===== src/rtl/bubble_boot_sequencer.sv =====
// Power-up / image-load sequencer: debounces power_good, latches the DIP image,
// drives the SPI loader handshake with retries, then warms up and raises READY.
module bubble_boot_sequencer #(
  parameter int unsigned STABLE_CYCLES = 511,
  parameter int unsigned WARMUP_CYCLES = 1023,
  parameter int unsigned LOAD_TIMEOUT  = 65535,
  parameter int unsigned MAX_RETRY     = 2,
  parameter int unsigned CNT_WIDTH     = 24
) (
  input  logic       master_clock,
  input  logic       reset,
  input  logic       power_good,
  input  logic [2:0] image_dip_switch,
  output logic       loader_req,
  input  logic       loader_ack,
  input  logic       loader_done,
  input  logic       loader_error,
  output logic [2:0] image_number,
  output logic       temperature_low,
  output logic       bubble_module_enable,
  output logic       fault,
  output logic [2:0] seq_state
);

  typedef enum logic [2:0] {
    S_OFF       = 3'd0,
    S_STABLE    = 3'd1,
    S_LATCH     = 3'd2,
    S_LOAD_REQ  = 3'd3,
    S_LOAD_WAIT = 3'd4,
    S_WARMUP    = 3'd5,
    S_RUN       = 3'd6,
    S_FAULT     = 3'd7
  } state_t;

  localparam int unsigned RW = (MAX_RETRY < 1) ? 1 : $clog2(MAX_RETRY + 1);

  localparam logic [CNT_WIDTH-1:0] STABLE_LAST = CNT_WIDTH'(STABLE_CYCLES - 1);
  localparam logic [CNT_WIDTH-1:0] WARMUP_LAST = CNT_WIDTH'(WARMUP_CYCLES - 1);
  localparam logic [CNT_WIDTH-1:0] LOAD_LAST   = CNT_WIDTH'(LOAD_TIMEOUT - 1);
  localparam logic [RW-1:0]        RETRY_MAX   = RW'(MAX_RETRY);

  state_t               r_state;
  state_t               w_state_next;
  logic [CNT_WIDTH-1:0] r_cnt;
  logic [CNT_WIDTH-1:0] w_cnt_next;
  logic [CNT_WIDTH-1:0] w_cnt_inc;
  logic [RW-1:0]        r_retry;
  logic [RW-1:0]        w_retry_next;
  logic                 w_fail;

  logic       r_pg_meta;
  logic       r_pg_s;
  logic [2:0] r_image;
  logic       r_req;
  logic       r_temp;
  logic       r_bme;
  logic       r_fault;
  logic [2:0] r_seq;

  always_comb begin
    w_cnt_inc    = (r_cnt == '1) ? r_cnt : r_cnt + CNT_WIDTH'(1);
    w_state_next = r_state;
    w_cnt_next   = r_cnt;
    w_retry_next = r_retry;
    w_fail       = 1'b0;

    if (!r_pg_s) begin
      w_state_next = S_OFF;
      w_cnt_next   = '0;
      w_retry_next = '0;
    end else begin
      case (r_state)
        S_OFF: begin
          w_cnt_next   = '0;
          w_retry_next = '0;
          w_state_next = S_STABLE;
        end
        S_STABLE: begin
          if (r_cnt == STABLE_LAST) begin
            w_state_next = S_LATCH;
            w_cnt_next   = '0;
          end else begin
            w_cnt_next = w_cnt_inc;
          end
        end
        S_LATCH: begin
          w_cnt_next   = '0;
          w_state_next = S_LOAD_REQ;
        end
        S_LOAD_REQ: begin
          w_cnt_next = '0;
          if (loader_ack) w_state_next = S_LOAD_WAIT;
        end
        S_LOAD_WAIT: begin
          w_cnt_next = w_cnt_inc;
          // error beats done; a done arriving on the timeout cycle still counts as success
          if (loader_error) begin
            w_fail = 1'b1;
          end else if (loader_done) begin
            w_state_next = S_WARMUP;
            w_cnt_next   = '0;
          end else if (r_cnt == LOAD_LAST) begin
            w_fail = 1'b1;
          end
          if (w_fail) begin
            w_cnt_next = '0;
            if (r_retry < RETRY_MAX) begin
              w_retry_next = r_retry + RW'(1);
              w_state_next = S_LOAD_REQ;
            end else begin
              w_state_next = S_FAULT;
            end
          end
        end
        S_WARMUP: begin
          if (r_cnt == WARMUP_LAST) begin
            w_state_next = S_RUN;
            w_cnt_next   = '0;
          end else begin
            w_cnt_next = w_cnt_inc;
          end
        end
        S_RUN:   w_cnt_next = '0;
        S_FAULT: w_cnt_next = '0;
        default: w_state_next = S_OFF;
      endcase
    end
  end

  // Outputs are registered from the next state so they line up with r_state.
  always_ff @(posedge master_clock or posedge reset) begin
    if (reset) begin
      r_pg_meta <= 1'b0;
      r_pg_s    <= 1'b0;
      r_state   <= S_OFF;
      r_cnt     <= '0;
      r_retry   <= '0;
      r_image   <= '0;
      r_req     <= 1'b0;
      r_temp    <= 1'b0;
      r_bme     <= 1'b1;
      r_fault   <= 1'b0;
      r_seq     <= '0;
    end else begin
      r_pg_meta <= power_good;
      r_pg_s    <= r_pg_meta;
      r_state   <= w_state_next;
      r_cnt     <= w_cnt_next;
      r_retry   <= w_retry_next;
      if (w_state_next == S_LATCH) r_image <= ~image_dip_switch;
      r_req     <= (w_state_next == S_LOAD_REQ);
      r_temp    <= (w_state_next == S_RUN);
      r_bme     <= (w_state_next != S_RUN);
      r_fault   <= (w_state_next == S_FAULT);
      r_seq     <= w_state_next;
    end
  end

  assign loader_req           = r_req;
  assign image_number         = r_image;
  assign temperature_low      = r_temp;
  assign bubble_module_enable = r_bme;
  assign fault                = r_fault;
  assign seq_state            = r_seq;

endmodule


===== config.mk =====
export PLATFORM = sky130hd
export DESIGN_NAME = bubble_boot_sequencer
export DESIGN_NICKNAME = d
export VERILOG_FILES = /design/src/rtl/bubble_boot_sequencer.sv
export SDC_FILE = /design/constraint.sdc
export NUM_CORES = 1
export LEC_CHECK = 0
export BUFFER_PORTS_ARGS = -buffer_cell sky130_fd_sc_hd__buf_2
export CORE_MARGIN = 2
export CORE_UTILIZATION = 30
export CTS_CLUSTER_SIZE = 30
export DETAILED_ROUTE_END_ITERATION = 6
export SYNTH_ARGS = -nofsm -noshare
export SYNTH_HDL_FRONTEND = slang
export SYNTH_SLANG_ARGS = --single-unit

===== constraint.sdc =====
create_clock -name master_clock -period 3.39 [get_ports master_clock]
set_input_delay 0.339 -clock master_clock [delete_from_list [all_inputs] [get_ports master_clock]]
set_output_delay 0.339 -clock master_clock [all_outputs]
set_load 0.02 [all_outputs]

**After elaboration in Yosys (flattened, before gate mapping)**

Cells that the tools add are included.

- Order comparisons: 1
- Multiplexer cells: 26
- Add/subtract/negate cells: 2
- Bitwise logic cells: 1
- Reduce and logical (&&, ||, !) cells: 3
- Equality and inequality tests: 19

Operators with widths:

| operator | number |
|---|---|
| 24-bit two-way mux | 7 |
| 24-bit one-hot mux with 4 select lines | 1 |
| 24-bit by 1-bit adder with 24-bit output, second input constant | 1 |
| 24-bit by 10-bit == test with 1-bit output, second input constant | 1 |
| 24-bit by 16-bit == test with 1-bit output, second input constant | 1 |
| 24-bit == test, second input constant | 1 |
| 24-bit by 9-bit == test with 1-bit output, second input constant | 1 |
| 3-bit two-way mux | 8 |
| 3-bit == test, second input constant | 6 |
| 3-bit one-hot mux with 6 select lines | 1 |
| 3-bit by 2-bit == test with 1-bit output, second input constant | 4 |
| 3-bit inequality test, second input constant | 3 |
| 2-bit two-way mux | 3 |
| 1-bit two-way mux | 5 |
| 5-bit OR reduction | 1 |
| 2-bit one-hot mux with 2 select lines | 1 |
| 3-bit by 1-bit == test with 1-bit output, second input constant | 1 |
| 3-bit logical NOT | 1 |
| 3-bit by 1-bit inequality test with 1-bit output, second input constant | 1 |
| 3-bit inverter | 1 |
| 3-bit AND reduction | 1 |
| 2-bit by 1-bit adder with 2-bit output, second input constant | 1 |
| 2-bit less-than comparator, second input constant | 1 |

- Flip-flop bits (word level): 38
- Output and inout port bits: 10

**Longest topological paths before layout**

- Depth after elaboration: 10
- Gate-level depth with buffers: 8
- Gate-level depth less buffers: 7

**Least setup slack after synthesis**

OpenSTA, ideal clock, no wires.

- Path type: register to register
- Start point: reg r_cnt[0]
- End point: reg r_cnt[4]
- Clock period less this slack: 2.119 ns
- Path slack: 1.271 ns
- Arrival: 2.001 ns
- Library setup time: 0.118 ns
- Cell stages (with the launch flop): 9
- Path buffers: 1
- Path through: dfrtp_1 -> inv_1 -> ha_1 -> or3b_2 -> nor3_4 -> a31oi_1 -> o211ai_2 -> buf_6 -> nor2_1

- Cells in the longest elaborated chain, start to end: 9
- Elaborated cells on any way between the ends: 18
- Classes of those cells: add/sub: 1; eq/ne: 4; mux: 13

RTL lines:

| item | line | source |
|---|---|---|
| from (decl) | 45 | `logic [CNT_WIDTH-1:0] r_cnt;` |
| from (signal assigned) | 149 | `r_cnt <= w_cnt_next;` |
| parallel branches: the longest is 7 deep, another holds 24-bit by 1-bit adder with 24-bit output | n/a |  |
| 24-bit one-hot mux with 4 select lines (*) | 73 | `case (r_state)` |
| 24-bit two-way mux (*) | 68 | `if (!r_pg_s) begin` |
| named net w_cnt_next[4] | 46 | `logic [CNT_WIDTH-1:0] w_cnt_next;` |

Mark *: on every way through the listed nets, which the timed path passes. The select of a mux whose other input is x is not followed.
A chain may end at the register's enable or synchronous reset.

**Worst setup path in the final report**

- Start point: reg r_cnt[1]
- End point: reg r_cnt[7]

Same word-level chain as after synthesis.

==> metrics.cfg <==
[cells_and_area]
fin_util_pct = 34.8
nets = 245
area_growth_pct = 12.4
diodes = 0
drive_above_1_share_pct = 18.3

[logic_synthesis]
synth_top_cell_area_share_pct = 44.1
avgSynthCellArea_sq_um = 9.55
yosysMostFrequentCell = dfrtp_1
yosys-top-cells-area = dfrtp_1 44%, xor2_1 7.9%, nor2_1 4.3%
synthFlopType = dfrtp_1
ys_warn_count = 0
synthTopCellsByCount = 37 x dfrtp_1, 24 x nor2_1, 19 x xor2_1
synth.distinct_cells = 44
ys_seq_elements = 38
synth_cells = 220
synth_nets = 231
synth-edff-count = 0
yosysSeqAreaShare_pct = 45.3
synth_top_area_cell = dfrtp_1
synth-async-reset-ratio_pct = 100
syn_area_sq_um = 2100

[die]
ios = 19
core_sq_um = 6790
die_area_sq_um = 7690
dieHeight_microns = 87.7
start_util_pct = 30.9
rows = 30
die_w_microns = 87.7

[route]
wirelength_microns = 4300
num_vias = 1666
firstDrtPassIters = 4
routed_via_density = 5.03
ant_nets = 0
wl_per_cell_microns = 13.0
drtIter0Drc = 65
drc = 0

[global_route]
grt_max_degree = 39
grt_pass1_wl_microns = 7600
antenna_found_initial = 0
grt_pass1_vias = 1632
grt.total_usage_pct = 12.3
overflow = 0

[sta]
fin_skew_ns = 0.0100
tightest_slew_ns = 0.578
max_freq_ghz = 0.388
rsz0062_at_grt = no
drv_slew = 0
fin_crit_ns = 2.58
post-route-period-util_pct = 76.0
hold_violations = 0
setup_tns_ns = 0
hold_slack_ns = 0.147
slew_headroom_pct = 61.3
setup_viol = 0

[place]
globalplace.congestion = 0.781
hpwl_microns = 2980
portBuffers = 18

[cts]
clock-root-buffer = clkbuf_8
postCtsHoldBufs = 0
cts-htree-levels = 2
cts_made_buffers = 5
postCtsSetupBuffers = 0
cts.path.max_buffers = 2
clk-insertion-delay-late_ns = 0.29
clkTransAtPathRegs_ns = 0.08
cts_tree = built
cts.sinks = 38
post_cts_resized = 0

[critical_path]
cp.arrival_ns = 2.79
path_class = flop to flop
max_stage_delay_ns = 0.60
r2r_cells = 6
path_max_fanout = 12
r2r_start = r_cnt[1]
slowest_stage = nor2_1
cp-start-kind = flop
r2r-end = r_cnt[7]
cp-end-kind = flop
required_ns = 3.60
rrSetupSlack_ns = 0.81
worstPathCellList = ha_1 -> and3_1 -> nand4_1 -> nor2_1 -> o21ai_0 -> a21oi_1

[power]
peakVddDrop_mv = 0.153
power.density_nw_per_um2 = 369
power_w = 0.000872
leakage_nw = 0.974

[job]
cap_violations = 0

[status]
status = finished clean

[worst_hold_path]
hold_path.class = primary input to async pin

==> per-stage QoR <==
stage / setup slack [ns] / area [sq um] / instances
floorplan: 1.27 / 2100 / 220
global placement: 0.899 / 2250 / 323
detailed placement: 0.846 / 2250 / 323
CTS: 0.836 / 2360 / 331
global route: 0.599 / 2360 / 331
finish: 0.815 / 2360 / 331
==> worst max-delay path: cells and delay by family (launching register included) <==
family                   cells  cell delay [ns]
adder cells (fa/ha/maj)      1             0.22
AND/OR/NAND/NOR              3             1.50
flip-flops                   1             0.43
AO/OA/AOI/OAI                2             0.36
==> layout by cell type, fill, tap and decap left out, types with 4 or more instances in the layout <==
cell	count
o21ai_0	16
and3_1	9
nor2_1	24
dfrtp_1	37
a31oi_1	6
nor3_1	10
a21oi_1	4
nor2_2	6
nand3_1	6
clkbuf_8	5
xor2_1	19
nand2_1	11
nand4_1	12
buf_2	18
and4_1	6
inv_1	5
==> logic make-up (layout without fill, tap and decap cells) <==
logic type                 after synthesis  in the layout  share of synthesized area (%)
and+or+nand+nor                        100            100                           27.2
adders and majority gates                2              2                           1.19
xor gates and xnor gates                21             21                           8.76
DFF                                     38             38                           45.3
AOI/OAI and AO/OA                       41             41                           13.1
buffers and inverters                   18             33                           4.41
==> layer usage <==
metal | track usage [%] | vias up | part of all wire (%)
met5 | 0 | - | 0
met4 | 2.94 | 0 | 0.44
met3 | 2.26 | 2 | 4.3
met2 | 20.3 | 42 | 47
met1 | 16.7 | 798 | 48
li1 | - | 824 | -
==> how the worst max path moves through the flow <==
stage	start	end	slack, ns	depth (start not counted)
floorplan	r_cnt[0]	r_cnt[4]	1.27	8
global placement	r_cnt[0]	r_cnt[2]	0.90	8
detailed placement	r_cnt[0]	r_cnt[2]	0.85	8
CTS	r_cnt[1]	r_cnt[7]	0.84	6
global route	r_cnt[1]	r_cnt[7]	0.60	6
finish	r_cnt[1]	r_cnt[7]	0.81	6
==> sequential cells by signal, summed over array words and instances, names as in the netlist <==
signal / count
seq_state: 3
temperature_low: 1
fault: 1
bubble_module_enable: 1
r_pg_meta: 1
loader_req: 1
r_pg_s: 1
r_retry: 2
r_cnt: 24
image_number: 3
==> report_power, final <==
| group | leakage, nW | total (W) | internal [W] | switching, W |
|---|---|---|---|---|
| Sequential | 0.504 | 0.000459 | 0.000456 | 0.00000342 |
| Clock | 0.0579 | 0.000377 | 0.000217 | 0.000160 |
| Combinational | 0.412 | 0.0000360 | 0.0000108 | 0.0000252 |
| Total | 0.974 | 0.000872 | 0.000683 | 0.000189 |
==> final cells by class <==
| cell class | instances | area, sq um |
|---|---|---|
| inverters | 5 | 18.8 |
| well taps | 96 | 120 |
| flip-flops and latches | 38 | 952 |
| repair buffers | 20 | 105 |
| clock buffers | 5 | 68.8 |
| multi-input cells | 164 | 1060 |
| clock inverters | 3 | 40.0 |
| fillers | 680 | 4430 |
(Power assumes the default switching activity.)
